$ cat src/rtl/fifo_rd_pkg.sv
// Shared types and width helpers for the FIFO read-side packer.
// Defaults match an 8-bit FIFO packed four words at a time with a 16-cycle idle timeout.
package fifo_rd_pkg;

    typedef enum logic [0:0] {
        S_FILL  = 1'b0,
        S_FLUSH = 1'b1
    } state_t;

    localparam int DATA_WIDTH_DEF = 8;
    localparam int PACK_N_DEF     = 4;
    localparam int TIMEOUT_DEF    = 16;

    function automatic int idx_w(input int pack_n);
        return (pack_n > 1) ? $clog2(pack_n) : 1;
    endfunction

    function automatic int cnt_w(input int pack_n);
        return $clog2(pack_n + 1);
    endfunction

    function automatic int tmo_w(input int timeout);
        return (timeout > 1) ? $clog2(timeout + 1) : 1;
    endfunction

    localparam int IDX_W = idx_w(PACK_N_DEF);
    localparam int CNT_W = cnt_w(PACK_N_DEF);
    localparam int TMO_W = tmo_w(TIMEOUT_DEF);

endpackage

$ cat src/rtl/fifo_rd_tmo.sv
// Idle timeout counter for the read packer; used only when RD_TIMEOUT_EN is defined.
// tc is asserted on the enabled edge where the count has reached TIMEOUT-1.
module fifo_rd_tmo
    import fifo_rd_pkg::*;
#(
    parameter int TIMEOUT = TIMEOUT_DEF
) (
    input  logic clk,
    input  logic rst_n,
    input  logic clr,
    input  logic en,
    output logic tc
);

    localparam int TW = tmo_w(TIMEOUT);
    localparam logic [TW-1:0] TERM = TW'(TIMEOUT - 1);

    logic [TW-1:0] cnt_r;

    assign tc = en && (cnt_r == TERM);

    // Count idle edges, saturating at the terminal value until cleared.
    always_ff @(posedge clk or negedge rst_n) begin
        if (!rst_n) begin
            cnt_r <= '0;
        end else if (clr) begin
            cnt_r <= '0;
        end else if (en && !tc) begin
            cnt_r <= cnt_r + TW'(1);
        end
    end

endmodule

$ cat src/rtl/fifo_rd_packer.sv
// Pops FIFO words and packs PACK_N of them, lane 0 first, into a valid/ready output word.
// Optional partial-word flush after an idle timeout is enabled by defining RD_TIMEOUT_EN.
module fifo_rd_packer
    import fifo_rd_pkg::*;
#(
    parameter int DATA_WIDTH = DATA_WIDTH_DEF,
    parameter int PACK_N     = PACK_N_DEF,
    parameter int TIMEOUT    = TIMEOUT_DEF
) (
    input  logic                               r_clk,
    input  logic                               rrst_n,
    input  logic [DATA_WIDTH-1:0]              r_data,
    input  logic                               rempty,
    output logic                               r_inc,
    output logic [PACK_N*DATA_WIDTH-1:0]       out_data,
    output logic [$clog2(PACK_N+1)-1:0]        out_cnt,
    output logic                               out_valid,
    input  logic                               out_ready
);

    localparam int IW = idx_w(PACK_N);
    localparam int CW = cnt_w(PACK_N);
    localparam int OW = PACK_N * DATA_WIDTH;
    localparam logic [IW-1:0] LAST_IDX = IW'(PACK_N - 1);

    if (PACK_N < 2) begin : g_bad_pack_n
        $error("fifo_rd_packer: PACK_N must be at least 2");
    end
    if (TIMEOUT < 1) begin : g_bad_timeout
        $error("fifo_rd_packer: TIMEOUT must be at least 1");
    end

    logic [OW-1:0] pack_r;
    logic [OW-1:0] pack_ins_s;
    logic [IW-1:0] idx_r;
    logic          out_free_s;
    logic          last_lane_s;
    logic          handshake_s;
    logic          pop_gate_s;
    logic          pop_s;
    logic          complete_s;
    logic          flush_s;

    assign out_free_s  = !out_valid || out_ready;
    assign last_lane_s = (idx_r == LAST_IDX);
    assign handshake_s = out_valid && out_ready;

`ifdef RD_TIMEOUT_EN
    state_t state_r;
    logic   tmo_en_s;
    logic   tmo_clr_s;
    logic   tmo_tc_s;

    assign pop_gate_s = (state_r == S_FILL);
    assign flush_s    = (state_r == S_FLUSH) && out_free_s;
    assign tmo_en_s   = (state_r == S_FILL) && (idx_r != {IW{1'b0}}) && rempty;
    assign tmo_clr_s  = pop_s || flush_s;

    fifo_rd_tmo #(
        .TIMEOUT (TIMEOUT)
    ) u_tmo (
        .clk   (r_clk),
        .rst_n (rrst_n),
        .clr   (tmo_clr_s),
        .en    (tmo_en_s),
        .tc    (tmo_tc_s)
    );

    // Fill/flush sequencing: a timed-out partial word waits for the out reg to free up.
    always_ff @(posedge r_clk or negedge rrst_n) begin
        if (!rrst_n) begin
            state_r <= S_FILL;
        end else begin
            case (state_r)
                S_FILL: begin
                    if (tmo_tc_s) begin
                        state_r <= S_FLUSH;
                    end
                end
                S_FLUSH: begin
                    if (out_free_s) begin
                        state_r <= S_FILL;
                    end
                end
                default: begin
                    state_r <= S_FILL;
                end
            endcase
        end
    end
`else
    assign pop_gate_s = 1'b1;
    assign flush_s    = 1'b0;
`endif

    // The last lane may only be popped when the out reg can take the completed word.
    assign pop_s      = rrst_n && !rempty && pop_gate_s && !(last_lane_s && !out_free_s);
    assign r_inc      = pop_s;
    assign complete_s = pop_s && last_lane_s;

    // Pack contents with the incoming FIFO word dropped into lane idx.
    always_comb begin
        pack_ins_s = pack_r;
        pack_ins_s[idx_r*DATA_WIDTH +: DATA_WIDTH] = r_data;
    end

    // Pack reg, lane index and out reg; completion and flush override the handshake clear.
    always_ff @(posedge r_clk or negedge rrst_n) begin
        if (!rrst_n) begin
            pack_r    <= '0;
            idx_r     <= '0;
            out_data  <= '0;
            out_cnt   <= '0;
            out_valid <= 1'b0;
        end else if (complete_s) begin
            out_data  <= pack_ins_s;
            out_cnt   <= CW'(PACK_N);
            out_valid <= 1'b1;
            pack_r    <= '0;
            idx_r     <= '0;
        end else if (flush_s) begin
            out_data  <= pack_r;
            out_cnt   <= CW'(idx_r);
            out_valid <= 1'b1;
            pack_r    <= '0;
            idx_r     <= '0;
        end else begin
            if (pop_s) begin
                pack_r <= pack_ins_s;
                idx_r  <= idx_r + IW'(1);
            end
            if (handshake_s) begin
                out_valid <= 1'b0;
            end
        end
    end

endmodule

$ cat config.mk
export PLATFORM = sky130hd
export DESIGN_NAME = fifo_rd_packer
export DESIGN_NICKNAME = d
export VERILOG_FILES = /design/src/rtl/fifo_rd_pkg.sv /design/src/rtl/fifo_rd_tmo.sv /design/src/rtl/fifo_rd_packer.sv
export SDC_FILE = /design/constraint.sdc
export NUM_CORES = 1
export LEC_CHECK = 0
export BUFFER_PORTS_ARGS = -buffer_cell sky130_fd_sc_hd__buf_4
export CORE_MARGIN = 3
export CORE_UTILIZATION = 40
export DETAILED_ROUTE_END_ITERATION = 12
export PLACE_DENSITY = 0.7
export SKIP_CTS_REPAIR_TIMING = 1
export SYNTH_ARGS = -nofsm -noshare
export SYNTH_HDL_FRONTEND = slang
export SYNTH_SLANG_ARGS = --single-unit
$ cat constraint.sdc
create_clock -name r_clk -period 2.9 [get_ports r_clk]
set_clock_uncertainty 0.2 [all_clocks]
set_input_delay 0.145 -clock r_clk [delete_from_list [all_inputs] [get_ports r_clk]]
set_output_delay 0.145 -clock r_clk [all_outputs]
set_load 0.02 [all_outputs]
* Yosys cells after proc, flatten, opt, wreduce, memory -nomap -nowiden
Index checks and enable logic that the tools add are counted.
Storage, ports and cells: flip-flop bits (word level) 68, latch bits 0, RAM bits 0, bits in read-only memories 0, input bits 12, output and inout port bits 37, word-level logic and storage cells 29, memories kept 0
Operators by class: add/sub/neg operators 2, multiply operators 0, divide/modulo/power cells 0, $lt $le $gt $ge 0, equality and inequality tests 1, shifts and indexed selects 2, multiplexer cells 7, bitwise operators 0, reduce and logical (&&, ||, !) cells 12
Operators by type and width (count):
- $mux 32 | 2
- $neg 5->34 | 1
- $shift 8x34->32 const A | 1
- $shiftx 8x34->32 | 1
- $bwmux 32 | 1
- $logic_and 1x1->1 | 5
- $logic_not 1->1 | 4
- $mux 2 | 2
- $reduce_bool 2->1 | 2
- $add 2x1->2 const B | 1
- $eq 2x2->1 const B | 1
- $mux 1 | 2
- $logic_or 1x1->1 | 1

* Logic depth before layout (Yosys ltp)
Gate-level depths: netlist of the first run.
depth after elaboration 8, gate-level depth with buffers 8, gate-level depth less buffers 5

* Least setup slack after synthesis of the first run
No wires, ideal clock.
path kind reg-to-reg, start point register idx_r[0], end point register pack_r[11], setup time 121 ps, data arrival time 1755 ps, data required time 2579 ps, path slack 824 ps, stages on the path, launching flop included 8, buffers on the path 2, clock period less this slack 2076 ps, path through dfrtp_1 inv_1 ha_1 and4bb_1 buf_2 and3_1 buf_6 a22o_1
On the way: cells in the longest elaborated chain, start to end 6, elaborated cells on any way between the ends 12, those cells by class 1 x add/sub; 1 x eq/ne; 2 x shift; 3 x mux; 5 x reduce/logical
RTL lines:
- start, declared | line fifo_rd_packer.sv:35 | logic [IW-1:0] idx_r;
- start signal, assigned | line fifo_rd_packer.sv:130 | idx_r <= idx_r + IW'(1);
- branches (longest 6 deep; another with $neg 5->34)
- end signal, assigned | line fifo_rd_packer.sv:129 | pack_r <= pack_ins_s;
- end, declared | line fifo_rd_packer.sv:33 | logic [OW-1:0] pack_r;
Parallel ways; which one is timed is not known. The select of a mux whose other input is x is not followed. A chain may end at the register's enable or synchronous reset.

* Final worst setup path of the first run
start point register idx_r[0], end point register out_data[10]
On the way: cells in the longest elaborated chain, start to end 5, elaborated cells on any way between the ends 9, those cells by class 1 x add/sub; 1 x eq/ne; 2 x shift; 1 x mux; 4 x reduce/logical
RTL lines:
- branches (longest 5 deep; another with $neg 5->34)
- end signal, assigned | line fifo_rd_packer.sv:116 | out_data <= pack_ins_s;
- end signal, assigned | line fifo_rd_packer.sv:122 | out_data <= pack_r;
- end, declared | line fifo_rd_packer.sv:15 | output logic [PACK_N*DATA_WIDTH-1:0] out_data,
Parallel ways; which one is timed is not known.

==> results of run 1 <==
-- synthesized netlist by cell type (all sizes together) --
master  count  area [µm²]
and3b       2        17.5
nor2        2        7.51
ha          6        75.1
a32oi       8        70.1
o211ai      4        30.0
nor3        1        5.00
and2        2        17.5
dfrtp      68        1700
inv         4        15.0
a32o        2        20.0
clkbuf      8        30.0
buf        28         219
nor2b      18         113
nand2       3        11.3
mux2        1        11.3
a22o       31         272
nand3b      8        60.1
conb        1        3.75
nand2b     10        62.6
nor3b       1        12.5
a21oi      65         415
and4bb      3        37.5
and3        4        30.0
nand4       1        6.26
a31oi      15         131
-- worst paths after layout --
path	startpoint	to	slack (ns)
worst min register to register	out_cnt[2]$_DFFE_PN0P_	out_cnt[2]$_DFFE_PN0P_	0.28
max in group asynchronous	rrst_n	out_data[8]$_DFFE_PN0P_	1.55
worst max register to register	idx_r[0]$_DFFE_PN0P_	out_data[10]$_DFFE_PN0P_	0.47
worst max-delay path	idx_r[0]$_DFFE_PN0P_	out_data[10]$_DFFE_PN0P_	0.47
min in group r_clk	rempty	idx_r[1]$_DFFE_PN0P_	0.02
worst min-delay path	rrst_n	pack_r[18]$_DFFE_PN0P_	0.01
-- metrics by stage --
stage / cells / utilization (%) / hold WS, ns / power [mW]
detailed placement: 414 / 45.7 / -0.167 / 3.05
floorplan: 297 / - / -0.351 / 2.49
global placement: 414 / 45.7 / -0.171 / 3.01
finish: 438 / 48.9 / 0.0149 / 3.71
global route: 438 / 48.9 / 0.0225 / 3.95
CTS: 429 / 47.8 / -0.546 / 3.74
-- registers in the layout, summed over array words and instances (netlist names) --
name	count
out_cnt	1
pack_r	32
out_data	32
out_valid	1
idx_r	2
-- kinds of logic after synthesis --
group / after synthesis / synth area share, %
other: 1 / 0.111
and+or+nand+nor: 55 / 11.3
AOI/OAI and AO/OA: 125 / 27.8
adders and majority gates: 6 / 2.22
muxes: 1 / 0.334
buffers and inverters: 40 / 7.82
DFF: 68 / 50.4
-- worst max-delay path, delay by kind of cell (launching register included) --
| kind | cells | cell delay [ns] |
|---|---|---|
| flip-flops | 1 | 0.51 |
| AND/OR/NAND/NOR | 2 | 0.78 |
| buffers and inverters | 1 | 0.22 |
| adder cells (fa/ha/maj) | 1 | 0.41 |
| AO/OA/AOI/OAI | 1 | 0.15 |
-- cells in the final DEF (no fill, tap or decap), types with 6 or more instances in the layout --
cell and instances:
a32oi_1 8, clkbuf_8 11, a21oi_2 24, buf_4 51
a31oi_2 6, nand3b_1 8, dfrtp_1 68, dlygate4sd3_1 9
a31oi_1 9, ha_1 6, nand2b_1 10, nor2b_1 18
a22o_1 31, a21oi_1 41
-- power groups by stage --
stage | Clock [mW] | Sequential (mW) | Combinational, mW
final | 0.685 | 1.46 | 1.56
after CTS | 0.705 | 1.47 | 1.57
after floorplan | 0 | 1.73 | 0.760
after global placement | 0 | 1.47 | 1.54
after global routing | 0.746 | 1.50 | 1.70
after detailed placement | 0 | 1.48 | 1.57
-- per-layer routing --
metal,routed length (µm),vias to the layer above
li1,-,1158
met1,3800,1239
met5,0,-
met3,294,12
met2,3700,60
met4,143,0
-- layout make-up --
type                    count  share of cell area, %
clock buffers              13                   4.08
clock inverters             2                  0.257
inverters                   4                  0.385
multi-input cells         189                   36.2
flip-flops and latches     68                   43.6
well taps                 102                   3.27
repair buffers             60                   12.1
==> results.sh, run 1 <==
export IMPL_outcome="finished clean"
export IMPL_syn_to_final_growth_pct=15.5
export IMPL_ys_ff_latch=68
export IMPL_maxSlewViolCount=0
export IMPL_p_int_mw=2.29
export IMPL_clk_pin_slew_ns=0.07
export IMPL_tightestPinTransition_ns=0.692
export IMPL_cts_inserted_buffers=9
export IMPL_critical_path_required_ns=2.90
export IMPL_globalplace_congestion=0.816
export IMPL_avgSynthCellArea_um2=11.4
export IMPL_yosysSeqAreaShare_pct=50.4
export IMPL_hpwl_um=5160
export IMPL_root_buffer="clkbuf_8"
export IMPL_dp_slack_ns=0.518
export IMPL_postSynthCellCount=296
export IMPL_multi_input_area_mm2=0.00141
export IMPL_path_cells="ha_1 -> and3b_1 -> buf_4 -> and2_4 -> a31oi_2"
export IMPL_arrival_ns=2.43
export IMPL_seqCellArea_mm2=0.00170
export IMPL_fin_crit_sh_pct=83.8
export IMPL_critPathMaxFanout=32
export IMPL_p_leak_nw=1.72
export IMPL_rows=32
export IMPL_grt_util_met2_pct=25.8
export IMPL_cts_buffer_depth=2
export IMPL_wl_per_cell_um=18.1
export IMPL_power_switching_share_pct=38.3
export IMPL_yosysWarnings=0
export IMPL_hold_viol_final=0
export IMPL_die_area_mm2=0.00957
export IMPL_pin_count=49
export IMPL_rsz0062_at_grt="no"
export IMPL_grt_first_pass_wirelength_um=12800
export IMPL_syn_area_mm2=0.00337
export IMPL_htreeDepth=3
export IMPL_synth_distinct_cells=31
export IMPL_grt_usage_pct=17.0
export IMPL_drv_cap=0
export IMPL_p_seq_share_pct=39.4
export IMPL_coreArea_mm2=0.00797
export IMPL_wirelength_um=7940
export IMPL_firstDrtPassIters=4
export IMPL_top_usage_layer="met2"
export IMPL_path_class="flop to flop"
export IMPL_critPathSlowestCell="dfrtp_1"
export IMPL_overflow=0
export IMPL_drtAntennaViolNets=0
export IMPL_vias=2469
export IMPL_fin_crit_ns=2.43
export IMPL_initial_core_util_pct=42.4
export IMPL_finalSetupViolations=0
export IMPL_fill_cells=728
export IMPL_grt_pass1_vias=2496
export IMPL_cts_tree="built"
export IMPL_max_freq_mhz=411
export IMPL_drc=0
export IMPL_min_path_type="input port to asynchronous set/reset pin"
export IMPL_met3_usage_pct=3.29
export IMPL_drive_above_1_share_pct=29.5
export IMPL_p_comb_share_pct=42.1
export IMPL_die_y_um=97.9
export IMPL_power_density_mw_per_mm2=952
export IMPL_cts_sinks=68
export IMPL_reg2regPathDepth=5
export IMPL_finalWorstSetupSlack_ns=0.470
export IMPL_max_stage_delay_ns=0.51
export IMPL_ir_drop_v=0.000315
export IMPL_antenna_found_initial=0
export IMPL_vias_per_cell=5.64
export IMPL_worstSetupEndpointType="flop"
export IMPL_tns_ns=0
export IMPL_start_kind="flop"
export IMPL_drt_iter0_drc=134
export IMPL_fp_dieW_um=97.9
export IMPL_clk_latency_ns=0.34
export IMPL_design_area_mm2=0.00390
export IMPL_nets=350
export IMPL_antenna_cells=0
export IMPL_met1_usage_pct=23.5
export IMPL_grt_max_degree=54
export IMPL_p_switching_mw=1.42
export IMPL_pwr_share_clk_pct=18.5
export IMPL_relSlewSlack_pct=53.7
export IMPL_placed_cell_area_mm2=0.00364
export IMPL_port_buffer_count=46
Note: power is estimated with default switching activity, not from simulation.
==> inputs of run 2 (changes only) <==
--- a/config.mk
+++ b/config.mk
@@ -9,7 +9,7 @@
 export CORE_MARGIN = 3
 export CORE_UTILIZATION = 40
 export DETAILED_ROUTE_END_ITERATION = 12
-export PLACE_DENSITY = 0.7
+export PLACE_DENSITY = 0.73
 export SKIP_CTS_REPAIR_TIMING = 1
 export SYNTH_ARGS = -nofsm -noshare
 export SYNTH_HDL_FRONTEND = slang
==> constraint.sdc (replaced) <==
create_clock -name r_clk -period 2 [get_ports r_clk]
set_clock_uncertainty 0.2 [all_clocks]
set_input_delay 0.1 -clock r_clk [delete_from_list [all_inputs] [get_ports r_clk]]
set_output_delay 0.1 -clock r_clk [all_outputs]
set_load 0.02 [all_outputs]
==> run 2 against run 1 <==
Routed wire length fell by 0.78%. Global-route usage fell by 0.43 points. Count of clock-buffer cells in the layout did not move. Clock power rose by 56%. Critical endpoint is now pack_r[15]$_DFFE_PN0P_.
==> results.sh, run 2 (synthesis gave the netlist of run 1 again) <==
export IMPL_critPathSlowestCell="dfrtp_2"
export IMPL_drv_cap=0
export IMPL_finalSetupViolations=0
export IMPL_cts_buffer_depth=2
export IMPL_cts_inserted_buffers=9
export IMPL_overflow=0
export IMPL_die_y_um=97.9
export IMPL_fill_cells=696
export IMPL_hold_viol_final=0
export IMPL_grt_first_pass_wirelength_um=12600
export IMPL_clk_pin_slew_ns=0.07
export IMPL_max_freq_mhz=521
export IMPL_hold_worst_slack_ns=0.0287
export IMPL_htreeDepth=3
export IMPL_hpwl_um=5000
export IMPL_drtAntennaViolNets=0
export IMPL_syn_to_final_growth_pct=19.7
export IMPL_coreArea_mm2=0.00797
export IMPL_fin_util_pct=50.7
export IMPL_drive_above_1_share_pct=33.7
export IMPL_tns_ns=0
export IMPL_path_cells="inv_2 -> ha_4 -> and4bb_1 -> and3_1 -> a22o_1"
export IMPL_path_class="flop to flop"
export IMPL_root_buffer="clkbuf_8"
export IMPL_grt_usage_pct=16.6
export IMPL_ir_drop_v=0.000424
export IMPL_pin_count=49
export IMPL_tightestPinTransition_ns=0.753
export IMPL_wl_per_cell_um=17.5
export IMPL_clk_latency_ns=0.34
export IMPL_min_path_type="input port to flop"
export IMPL_stdcell_count=449
export IMPL_outcome="finished clean"
export IMPL_grt_pass1_vias=2388
export IMPL_die_area_mm2=0.00957
export IMPL_critical_path_required_ns=2.02
export IMPL_initial_core_util_pct=42.4
export IMPL_power_density_mw_per_mm2=1390
export IMPL_final_common_cell="dfrtp_1"
export IMPL_reg_largest_list="out_data (32), pack_r (32), idx_r (2)"
export IMPL_placed_cells=420
export IMPL_path_buf_inv=1
export IMPL_worstSetupEndpointType="flop"
export IMPL_vias_per_cell=5.65
export IMPL_cts_sinks=68
export IMPL_antenna_cells=0
export IMPL_finalPower_mw=5.59
export IMPL_grt_max_degree=62
export IMPL_rows=32
export IMPL_drc=0
export IMPL_fp_dieW_um=97.9
export IMPL_fin_crit_sh_pct=96.0
export IMPL_rsz0062_at_grt="no"
export IMPL_p_leak_nw=1.78
export IMPL_max_stage_delay_ns=0.46
export IMPL_cpLargestDelayFamily="simple AND/OR/NAND/NOR gates"
export IMPL_placed_cell_area_mm2=0.00370
export IMPL_arrival_ns=1.94
export IMPL_vias=2535
export IMPL_wirelength_um=7880
export IMPL_port_buffer_count=46
export IMPL_critPathMaxFanout=15
export IMPL_start_kind="flop"
export IMPL_fin_crit_ns=1.92
export IMPL_design_area_mm2=0.00404
export IMPL_cts_tree="built"
export IMPL_firstDrtPassIters=4
export IMPL_final_cell_mix="66 x dfrtp_1, 61 x buf_4, 41 x a21oi_1"
export IMPL_antenna_found_initial=0
export IMPL_globalplace_congestion=0.857
export IMPL_maxSlewViolCount=0
export IMPL_finalWorstSetupSlack_ns=0.0804
export IMPL_nets=361
export IMPL_dp_slack_ns=-0.0888
export IMPL_r2r_slack_ns=0.08
export IMPL_drt_iter0_drc=168
export IMPL_relSlewSlack_pct=49.8
==> run 2: worst register-to-register path, delay by kind of cell (launching register included) <==
family	cells	cell delay, ns
AOI/OAI and AO/OA	1	0.27
buffers and inverters	1	0.13
DFF	1	0.46
adders and majority gates	1	0.25
and+or+nand+nor	2	0.50
==> run 2: layout make-up <==
class | count | area (µm²) | area share (%)
tap | 102 | 128 | 3.16
timing repair buffer | 71 | 561 | 13.9
multi-input combinational | 189 | 1450 | 35.8
clock buffer | 13 | 149 | 3.69
clock inverter | 2 | 35.0 | 0.868
sequential | 68 | 1700 | 42.2
inverter | 4 | 15.0 | 0.372
==> run 2: metal layers <==
layer	part of all wire (%)	wire (µm)	up-vias	GRT usage, %
li1	-	-	1177	-
met1	44	3500	1267	22.9
met2	48	3760	80	25.2
met3	6.2	492	11	3.57
met4	1.5	122	0	7.14
met5	0	0	-	0
==> run 2: power breakdown <==
| group | internal (mW) | leakage, nW | switching [mW] |
|---|---|---|---|
| sequential | 1.84 | 0.875 | 0.281 |
| clock | 0.603 | 0.0935 | 0.465 |
| combinational | 1.09 | 0.808 | 1.32 |
==> run 2: path summary, 6_finish.rpt <==
| check | depth (start not counted) | to | start |
|---|---|---|---|
| min reg2reg | 1 | out_cnt[2]$_DFFE_PN0P_ | out_cnt[2]$_DFFE_PN0P_ |
| max | 5 | pack_r[15]$_DFFE_PN0P_ | idx_r[0]$_DFFE_PN0P_ |
| min | 3 | pack_r[26]$_DFFE_PN0P_ | rempty |
| max reg2reg | 5 | pack_r[15]$_DFFE_PN0P_ | idx_r[0]$_DFFE_PN0P_ |
| max in group asynchronous | 3 | out_valid$_DFFE_PN0P_ | rrst_n |
| min in group asynchronous | 2 | pack_r[23]$_DFFE_PN0P_ | rrst_n |
